===== src/rtl/fp_pkg.sv =====
// Shared definitions for the sequential FP multiplier: widths, bias, special patterns, flag indices, FSM states.
// Latency: none (types, constants and constant functions only).
// Backpressure: not applicable.
package fp_pkg;

   // Bit positions inside the 4-bit flags word {invalid, overflow, underflow, inexact}
   localparam int FLG_INV = 3;
   localparam int FLG_OVF = 2;
   localparam int FLG_UNF = 1;
   localparam int FLG_INX = 0;
   localparam int FLG_W   = 4;

   typedef enum logic [2:0] {
      ST_IDLE,
      ST_UNPACK,
      ST_MUL,
      ST_NORM,
      ST_PACK,
      ST_DONE
   } state_e;

   // Total word width for a given exponent/fraction split
   function automatic int fp_word_w(input int ew, input int mw);
      return 1 + ew + mw;
   endfunction

   function automatic int fp_bias(input int ew);
      return (1 << (ew - 1)) - 1;
   endfunction

   // Pattern helpers return 64-bit words; callers keep the low W bits
   function automatic logic [63:0] fp_exp_ones(input int ew, input int mw);
      return ((64'd1 << ew) - 64'd1) << mw;
   endfunction

   function automatic logic [63:0] fp_qnan(input int ew, input int mw);
      return fp_exp_ones(ew, mw) | (64'd1 << (mw - 1));
   endfunction

   function automatic logic [63:0] fp_inf(input logic s, input int ew, input int mw);
      return fp_exp_ones(ew, mw) | ({63'd0, s} << (ew + mw));
   endfunction

   function automatic logic [63:0] fp_zero(input logic s, input int ew, input int mw);
      return {63'd0, s} << (ew + mw);
   endfunction

endpackage


===== src/rtl/fp_mul_mant_iter.sv =====
// Iterative shift-add NxN unsigned multiplier, one multiplier bit per cycle, LSB first.
// Latency: loads on start_i, then N cycles; done_o is high during the last iteration cycle, prod_o valid afterwards.
// Backpressure: none; prod_o is held until the next start_i.
module fp_mul_mant_iter #(
   parameter int N = 11
) (
   input  logic           clk,
   input  logic           rst_n,
   input  logic           start_i,
   input  logic [N-1:0]   mcand_i,
   input  logic [N-1:0]   mplier_i,
   output logic           done_o,
   output logic [2*N-1:0] prod_o
);

   localparam int CNT_W = $clog2(N + 1);
   localparam logic [CNT_W-1:0] LAST = CNT_W'(N - 1);

   logic [2*N-1:0] mcand_q;
   logic [2*N-1:0] acc_q;
   logic [N-1:0]   mplier_q;
   logic [CNT_W-1:0] cnt_q;
   logic           busy_q;

   assign done_o = busy_q && (cnt_q == LAST);
   assign prod_o = acc_q;

   // Load operands on start, then add the shifted multiplicand for each set multiplier bit
   always_ff @(posedge clk or negedge rst_n) begin
      if (!rst_n) begin
         mcand_q  <= '0;
         acc_q    <= '0;
         mplier_q <= '0;
         cnt_q    <= '0;
         busy_q   <= 1'b0;
      end else if (start_i) begin
         mcand_q  <= {{N{1'b0}}, mcand_i};
         acc_q    <= '0;
         mplier_q <= mplier_i;
         cnt_q    <= '0;
         busy_q   <= 1'b1;
      end else if (busy_q) begin
         if (mplier_q[0]) begin
            acc_q <= acc_q + mcand_q;
         end
         mcand_q  <= mcand_q << 1;
         mplier_q <= mplier_q >> 1;
         cnt_q    <= cnt_q + 1'b1;
         if (done_o) begin
            busy_q <= 1'b0;
         end
      end
   end

endmodule


===== src/rtl/fp_mul_seq.sv =====
// Sequential FP multiplier (flush-to-zero, NaN/inf handling, flags); FP_MUL_RNE_EN selects round-to-nearest-even, else truncation.
// Latency: out_valid rises exactly MAN_W+4 cycles after the accept edge, for every operand class.
// Backpressure: one op in flight; in_ready only in IDLE, result held in DONE until out_ready.
module fp_mul_seq
   import fp_pkg::*;
#(
   parameter  int EXP_W = 5,
   parameter  int MAN_W = 10,
   localparam int W     = 1 + EXP_W + MAN_W
) (
   input  logic             clk,
   input  logic             rst_n,
   input  logic             in_valid,
   output logic             in_ready,
   input  logic [W-1:0]     a,
   input  logic [W-1:0]     b,
   output logic             out_valid,
   input  logic             out_ready,
   output logic [W-1:0]     y,
   output logic [FLG_W-1:0] flags
);

   localparam int N  = MAN_W + 1;
   localparam int PW = 2 * N;
   localparam int XW = EXP_W + 2;
   localparam logic signed [XW-1:0] BIAS     = XW'(fp_bias(EXP_W));
   localparam logic signed [XW-1:0] EXP_MAX  = XW'((1 << EXP_W) - 1);
   localparam logic signed [XW-1:0] EXP_ZERO = '0;
   localparam logic [63:0]  QNAN_WIDE = fp_qnan(EXP_W, MAN_W);
   localparam logic [63:0]  INF_WIDE  = fp_inf(1'b0, EXP_W, MAN_W);
   localparam logic [W-1:0] QNAN      = QNAN_WIDE[W-1:0];
   localparam logic [W-2:0] INF_MAG   = INF_WIDE[W-2:0];

   state_e state_q, state_d;

   logic [W-1:0]           a_q, b_q;
   logic                   sign_q;
   logic signed [XW-1:0]   exp_q;
   logic                   nan_q, inf_q, zero_q, flush_q;
   logic [MAN_W-1:0]       frac_q;
   logic                   grd_q, rnd_q, stk_q;
   logic [W-1:0]           y_q, y_d;
   logic [FLG_W-1:0]       flags_q, flags_d;

   // Operand fields and classification, taken from the captured operands
   logic                   sa, sb;
   logic [EXP_W-1:0]       ea, eb;
   logic [MAN_W-1:0]       fa, fb;
   logic                   a_zero, b_zero, a_inf, b_inf, a_nan, b_nan;
   logic signed [XW-1:0]   exp_sum;

   assign {sa, ea, fa} = a_q;
   assign {sb, eb, fb} = b_q;
   assign a_zero  = ~|ea;
   assign b_zero  = ~|eb;
   assign a_inf   = (&ea) & ~|fa;
   assign b_inf   = (&eb) & ~|fb;
   assign a_nan   = (&ea) & |fa;
   assign b_nan   = (&eb) & |fb;
   assign exp_sum = $signed({2'b00, ea}) + $signed({2'b00, eb}) - BIAS;

   logic            mul_start, mul_done;
   logic [PW-1:0]   prod;

   assign mul_start = (state_q == ST_UNPACK);

   fp_mul_mant_iter #(.N(N)) u_mant (
      .clk      (clk),
      .rst_n    (rst_n),
      .start_i  (mul_start),
      .mcand_i  ({~a_zero, fa}),
      .mplier_i ({~b_zero, fb}),
      .done_o   (mul_done),
      .prod_o   (prod)
   );

   assign in_ready  = (state_q == ST_IDLE);
   assign out_valid = (state_q == ST_DONE);
   assign y         = y_q;
   assign flags     = flags_q;

   // State register
   always_ff @(posedge clk or negedge rst_n) begin
      if (!rst_n) begin
         state_q <= ST_IDLE;
      end else begin
         state_q <= state_d;
      end
   end

   // Next-state: fixed walk through UNPACK/MUL/NORM/PACK, handshakes only at IDLE and DONE
   always_comb begin
      state_d = state_q;
      case (state_q)
         ST_IDLE:   if (in_valid)  state_d = ST_UNPACK;
         ST_UNPACK:                state_d = ST_MUL;
         ST_MUL:    if (mul_done)  state_d = ST_NORM;
         ST_NORM:                  state_d = ST_PACK;
         ST_PACK:                  state_d = ST_DONE;
         ST_DONE:   if (out_ready) state_d = ST_IDLE;
         default:                  state_d = ST_IDLE;
      endcase
   end

   // Round, then resolve special operands and exponent range into the result word
   logic [MAN_W:0]       frac_r;
   logic                 inc;
   logic signed [XW-1:0] exp_r;

   always_comb begin
`ifdef FP_MUL_RNE_EN
      inc = grd_q & (rnd_q | stk_q | frac_q[0]);
`else
      inc = 1'b0;
`endif
      frac_r  = {1'b0, frac_q} + {{MAN_W{1'b0}}, inc};
      exp_r   = exp_q + $signed({{(XW-1){1'b0}}, frac_r[MAN_W]});
      y_d     = '0;
      flags_d = '0;
      if (nan_q) begin
         y_d              = QNAN;
         flags_d[FLG_INV] = 1'b1;
      end else if (inf_q) begin
         y_d = {sign_q, INF_MAG};
      end else if (zero_q) begin
         y_d              = {sign_q, {(W-1){1'b0}}};
         flags_d[FLG_INX] = flush_q;
      end else if (exp_r >= EXP_MAX) begin
         y_d              = {sign_q, INF_MAG};
         flags_d[FLG_OVF] = 1'b1;
         flags_d[FLG_INX] = 1'b1;
      end else if (exp_r <= EXP_ZERO) begin
         y_d              = {sign_q, {(W-1){1'b0}}};
         flags_d[FLG_UNF] = 1'b1;
         flags_d[FLG_INX] = 1'b1;
      end else begin
         y_d              = {sign_q, exp_r[EXP_W-1:0], frac_r[MAN_W-1:0]};
         flags_d[FLG_INX] = grd_q | rnd_q | stk_q;
      end
   end

   // Datapath registers, each stage updating only its own fields
   always_ff @(posedge clk or negedge rst_n) begin
      if (!rst_n) begin
         a_q     <= '0;
         b_q     <= '0;
         sign_q  <= 1'b0;
         exp_q   <= '0;
         nan_q   <= 1'b0;
         inf_q   <= 1'b0;
         zero_q  <= 1'b0;
         flush_q <= 1'b0;
         frac_q  <= '0;
         grd_q   <= 1'b0;
         rnd_q   <= 1'b0;
         stk_q   <= 1'b0;
         y_q     <= '0;
         flags_q <= '0;
      end else begin
         if (state_q == ST_IDLE && in_valid) begin
            a_q <= a;
            b_q <= b;
         end
         if (state_q == ST_UNPACK) begin
            sign_q  <= sa ^ sb;
            exp_q   <= exp_sum;
            nan_q   <= a_nan | b_nan | (a_inf & b_zero) | (b_inf & a_zero);
            inf_q   <= a_inf | b_inf;
            zero_q  <= a_zero | b_zero;
            flush_q <= (a_zero & |fa) | (b_zero & |fb);
         end
         // Product lies in [2^(PW-2), 2^PW); a set MSB means one extra integer bit
         if (state_q == ST_NORM) begin
            exp_q  <= exp_q + $signed({{(XW-1){1'b0}}, prod[PW-1]});
            frac_q <= prod[PW-1] ? prod[PW-2 -: MAN_W] : prod[PW-3 -: MAN_W];
            grd_q  <= prod[PW-1] ? prod[N-1] : prod[N-2];
            rnd_q  <= prod[PW-1] ? prod[N-2] : prod[N-3];
            stk_q  <= prod[PW-1] ? |prod[N-3:0] : |prod[N-4:0];
         end
         if (state_q == ST_PACK) begin
            y_q     <= y_d;
            flags_q <= flags_d;
         end
      end
   end

endmodule

===== config.mk =====
export PLATFORM = sky130hd
export DESIGN_NAME = fp_mul_seq
export DESIGN_NICKNAME = d
export VERILOG_FILES = /design/src/rtl/fp_pkg.sv /design/src/rtl/fp_mul_mant_iter.sv /design/src/rtl/fp_mul_seq.sv
export SDC_FILE = /design/constraint.sdc
export NUM_CORES = 1
export LEC_CHECK = 0
export ABC_AREA = 1
export BUFFER_PORTS_ARGS = -buffer_cell sky130_fd_sc_hd__buf_2
export CAP_MARGIN = 20
export CORE_ASPECT_RATIO = 0.75
export CORE_MARGIN = 5
export CORE_UTILIZATION = 51
export CTS_CLUSTER_DIAMETER = 200
export DETAILED_ROUTE_END_ITERATION = 8
export GPL_TIMING_DRIVEN = 0
export HOLD_SLACK_MARGIN = 0.12
export PLACE_DENSITY = 0.69
export SYNTH_ARGS = -nofsm -noshare
export SYNTH_HDL_FRONTEND = slang
export SYNTH_SLANG_ARGS = --single-unit
export TNS_END_PERCENT = 1

===== constraint.sdc =====
create_clock -name clk -period 2.1 [get_ports clk]
set_input_delay 0.105 -clock clk [delete_from_list [all_inputs] [get_ports clk]]
set_output_delay 0.105 -clock clk [all_outputs]
set_load 0.05 [all_outputs]

# --- After elaboration in Yosys (flattened, before gate mapping) ---
# Cells that the tools add are included.
word_totals:
  reg_bits: 140
  latch_bits: 0
  ram_bits: 0
  romBits: 0
  input_bits: 36
  output_inout_bits: 22
  elab_cells: 110
  memories: 0
op_classes:
  n_addsub: 5
  multipliers: 0
  div_mod_pow: 0
  order_cmp: 2
  n_eq_ne: 9
  shift: 0
  n_mux: 37
  bitwise_logic: 17
  reduce_logical: 20
ops:
  columns: ["cell", "count"]
  rows:
  - ["$mux 22", 5]
  - ["$mux 15", 4]
  - ["$add 22x22->22", 1]
  - ["$mux 11", 2]
  - ["$reduce_or 10->1", 2]
  - ["$pmux 3 s6", 1]
  - ["$mux 16", 1]
  - ["$mux 3", 5]
  - ["$mux 7", 2]
  - ["$mux 1", 13]
  - ["$mux 10", 1]
  - ["$reduce_and 5->1", 2]
  - ["$reduce_or 5->1", 2]
  - ["$reduce_or 9->1", 1]
  - ["$and 1x1->1", 8]
  - ["$mux 4", 2]
  - ["$or 1x1->1", 8]
  - ["$reduce_or 8->1", 1]
  - ["$add 7x2->7", 1]
  - ["$ge 7x6->1 const B", 1]
  - ["$le 7x1->1 const B", 1]
  - ["$sub 6x4->7 const B", 1]
  - ["$add 5x5->6", 1]
  - ["$eq 3x2->1 const B", 2]
  - ["other kinds (14)", 22]

# --- Depth between registers and ports, before layout ---
logic_depth:
  word_depth: 7
  mapped_depth: 12
  mapped_depth_nobuf: 12

# --- By module ---
# From an unflattened synthesis, not the netlist that was laid out.
unflattened:
  hier_cells: 988
  area_unflattened_um2: 7754.9
by_module_without_submodules:
  columns: ["mod", "n_inst", "cells_each", "area_each_um2", "seq_area_each_um2"]
  rows:
  - ["fp_mul_seq", 1, 451, 3892.5, 2001.9]
  - ["fp_mul_mant_iter", 1, 537, 3862.5, 1501.4]

# --- Least setup slack after synthesis ---
# OpenSTA, ideal clock, no wires.
synth_timing:
  path_kind: "reg2reg"
  startpoint: "reg state_q[1]"
  endpoint: "reg state_q[0]"
  setup_time_ps: 129
  arrival_time_ps: 2029
  required_time_ps: 1971
  path_slack_ps: -58
  path_stages_with_launch: 6
  n_path_buf: 1
  synth_period_minus_slack_ps: 2158
  path_cell_list: "dfrtp_1 -> buf_6 -> nor3_1 -> nand2_1 -> o221ai_1 -> o21ai_0"
synth_via:
  elab_chain_len: 3
  elab_cells_between_ends: 11
  cone_classes: "8 x eq/ne; 1 x mux; 2 x reduce/logical"
synth_rtl:
  columns: ["item", "line_no", "source"]
  rows:
  - ["from (decl)", "fp_mul_seq.sv:34", "state_e state_q, state_d;"]
  - ["from (signal assigned)", "fp_mul_seq.sv:87", "state_q <= state_d;"]
  - ["$eq 3x3->1 *", null, null]
  - ["named net out_valid", "fp_mul_seq.sv:17", "output logic out_valid,"]
  - ["$ne 2x1->1 (no source line)", null, null]
  - ["$reduce_and 3->1 (no source line)", null, null]
# The timed path passes the listed nets; every way through them passes the cells marked *.
# A chain may end at the register's enable or synchronous reset.

# --- Final worst setup path ---
layout_timing:
  startpoint: "reg a_q[11]"
  endpoint: "reg exp_q[5]"
layout_via:
  elab_chain_len: 4
layout_rtl:
  columns: ["item", "line_no", "source"]
  rows:
  - ["from (decl)", "fp_mul_seq.sv:36", "logic [W-1:0] a_q, b_q;"]
  - ["from (signal assigned)", "fp_mul_seq.sv:145", "a_q <= '0;"]
  - ["from (signal assigned)", "fp_mul_seq.sv:161", "a_q <= a;"]
  - ["$add 5x5->6", "fp_mul_seq.sv:60", "assign exp_sum = $signed({2'b00, ea}) + $signed({2'b00, eb}) - BIAS;"]
  - ["$sub 6x4->7", "fp_mul_seq.sv:60", null]
  - ["$mux 7", "fp_mul_seq.sv:164", "if (state_q == ST_UNPACK) begin"]
  - ["$mux 7", "fp_mul_seq.sv:173", "if (state_q == ST_NORM) begin"]
  - ["to (signal assigned)", "fp_mul_seq.sv:166", "exp_q <= exp_sum;"]
  - ["to (signal assigned)", "fp_mul_seq.sv:174", "exp_q <= exp_q + $signed({{(XW-1){1'b0}}, prod[PW-1]});"]
  - ["to (decl)", "fp_mul_seq.sv:38", "logic signed [XW-1:0] exp_q;"]
# Every way passes these cells. The select of a mux whose other input is x is not followed.

==> metrics.txt <==
status=finished, final reports clean; number of DRC markers in iteration 0=591; GP Congestion=0.921; # fillers=1327; pwr dens=1650 nW/um2; H-tree Lvls=4; worst path arrival time=2.29 ns; CP Cell Sequence=ha_1, ha_2, fa_2, nand2_2, nand2_1, nand2_1, nand2_1, xor2_1, o211ai_1, nand2_1; cell family with most CP delay=adder cells; Critical Path RT=2.41 ns; FP Rows=39; Post-synth top flop=dfrtp_1; largest family of logic cells by synthesized area=simple AND/OR/NAND/NOR gates; layout cells sized above 1=0.151; Buf+Inv Stages, Crit Path=0; first-pass GRT wire length=33100 um; most frequent cells in the layout=252 x nand2_1, 146 x inv_1, 140 x dfrtp_1; Die H=118 um; RSZ-0062 raised after global routing=yes; synth warn=0; fin cells=1329; Cell Area, Synth=7980 um2; Max Cap Viol=0; Slew Limit Fails=0; Final nets=1183; Post-Synth XOR/XNOR Area=0.00987; clk sinks=140; detailed-route via count=6901; final hold violations=0; syn_area_per_cell=8.01 um2; Mapped Nets=1068; port bufs=57; worst hold slack=0.203 ns; vias per inst=5.19; period utilization=0.944; clock group share of total power=0.206; largest net degree at the start of global routing=91; post-synthesis sequential area ratio=0.439; Clock Skews=0.0117 ns; sequential share of power=0.303; number of global-route vias before repair=6536; fin crit period=1.98 ns; GRT Util Overall=0.224; final instance area=9600 um2; Logic pwr share=0.491; fmax=504 MHz; Yosys reg bits=140; Worst VDD drop=0.801 mV; Reg clk slew, reported paths=0.06 ns; Slew headroom=0.464; crit-path max cell delay=0.42 ns; total grt overflow=0; most common cell after layout, fill and taps aside=nand2_1; final setup vio count=0; Power Internal=8.82 mW; Design Power=15.8 mW; Setup crit start kind=register; Pre-antenna DRT Iters=5; DRC Markers=0; Final Util=0.628; core region area=15300 um2; Chip Width=154 um; P_leak=4.99 nW; CP max stage cell=dfrtp_1; placed cell areas=8560 um2; initial core utilization=0.523; initial antenna violation count=0; Root Buffer Master=clkbuf_16; Sw Share=0.443; post-synthesis simple-gate area fraction=0.239; IO Pins=58; worst min path class=input pin to async pin; Synth Instances=996; Switch Pwr=7.02 mW; post-synthesis mux area share=0.0259; CTS tree=yes; Synth Area in Compound Gates=0.126; Inst Count DP=1259; Diodes inserted=0; worst-margin pin slew=0.796 ns; Area Overhead vs Synth=20.2%; die area=18300 um2; FFs w/ async S/R, synth=1.00; Unique masters post-synth=48; Setup Crit Path Kind=register to register; latest clock arrival within the worst-skew pair=0.43 ns; cts bufs inserted=17; post-DR wirelength/cell=14.8 um; Detailed Route WL=19600 um; Synth Area in Adders=0.0583; EDFF count, synth=0; Max Fanout on Critical Path=4; Crit. End Element=register; post-route ant nets=0; CP most frequent cell=nand2_1; CTS max path bufs=2; HPWL Detailed=14100 um
## power by group through the flow
stage	Combinational (mW)	Sequential [mW]	Clock (mW)
3_5_place_dp	7.55	4.81	0
2_1_floorplan	5.45	4.99	0
3_3_place_gp	7.40	4.78	0
5_1_grt	8.75	4.94	3.45
6_report	7.78	4.80	3.26
4_1_cts	7.68	4.78	3.29
## synth_stat cells (all sizes together) (2+ instances only)
cell type,number,share of area
a22o,4,0.0044
buf,25,0.026
ha,34,0.053
o21ai,55,0.039
dfrtp,140,0.44
o211ai,21,0.020
nor2,92,0.047
a22oi,2,0.0019
and2,2,0.0016
a21oi,51,0.032
nand2,259,0.13
nand3b,3,0.0028
nor3,9,0.0063
nand3,68,0.044
clkbuf,6,0.0028
xnor2,4,0.0044
xor2,5,0.0055
a31oi,21,0.016
nand4,8,0.0063
or2,3,0.0024
inv,154,0.073
mux2,14,0.026
o221ai,2,0.0030
o21bai,5,0.0047
fa,2,0.0050
nor4,2,0.0016
## kinds of logic after synthesis
kind of cell / after synthesis
AOI/OAI and AO/OA: 165
xor gates and xnor gates: 9
adders and majority gates: 36
buffers and inverters: 186
DFF: 140
muxes: 14
and+or+nand+nor: 446
## repair_timing
item / 4_1_cts / 5_1_grt
gates resized for setup: 2 / 6
hold endpoints to repair: 84 / 0
gates cloned: 0 / 0
hold buffers: 35 / 0
buffers inserted: 0 / 3
setup endpoints to repair: 1 / 4
pin swaps: 0 / 1
## metal layers
layer | vias up | share of wire | track usage
met3 | 22 | 0.064 | 0.0438
met5 | - | 0 | 0
li1 | 3458 | - | -
met1 | 3216 | 0.50 | 0.340
met2 | 205 | 0.43 | 0.328
met4 | 0 | 0.013 | 0.0601
## registers in the layout, summed over array words and instances (netlist names)
name	flops
flush_q	1
u_mant.mplier_q	11
u_mant.prod_o	22
grd_q	1
a_q	16
frac_q	10
b_q	16
flags	4
rnd_q	1
u_mant.cnt_q	4
state_q	3
stk_q	1
inf_q	1
zero_q	1
u_mant.busy_q	1
exp_q	7
y	16
sign_q	1
nan_q	1
u_mant.mcand_q	22
## worst paths after layout
kind / start / to / slack, ns / cells past startpoint
worst max-delay path: a_q[11] / exp_q[5] / 0.12 / 10
worst max register to register: a_q[11] / exp_q[5] / 0.12 / 10
worst min register to register: y[3] / y[3] / 0.47 / 2
worst min-delay path: rst_n / a_q[9] / 0.20 / 2
max in group asynchronous: rst_n / y[0] / 1.10 / 3
min in group clk: b[6] / b_q[6] / 0.44 / 3
## metrics by stage
stage	setup TNS (ns)	worst slack, ns
floorplan	0	0.161
global placement	-145.95	-1.06
detailed placement	-0.0397	-0.0397
CTS	0	0.0223
global route	-0.0316	-0.0316
finish	0	0.118
## area by class of cell
type	count	area [um2]	area share
buffer	31	230	0.0240
timing repair buffer	96	692	0.0721
sequential	140	3500	0.365
clock buffer	22	474	0.0494
multi-input combinational	670	3690	0.385
tap	205	256	0.0267
inverter	155	587	0.0611
clock inverter	10	161	0.0168
Power figures use the tool's default switching activity.
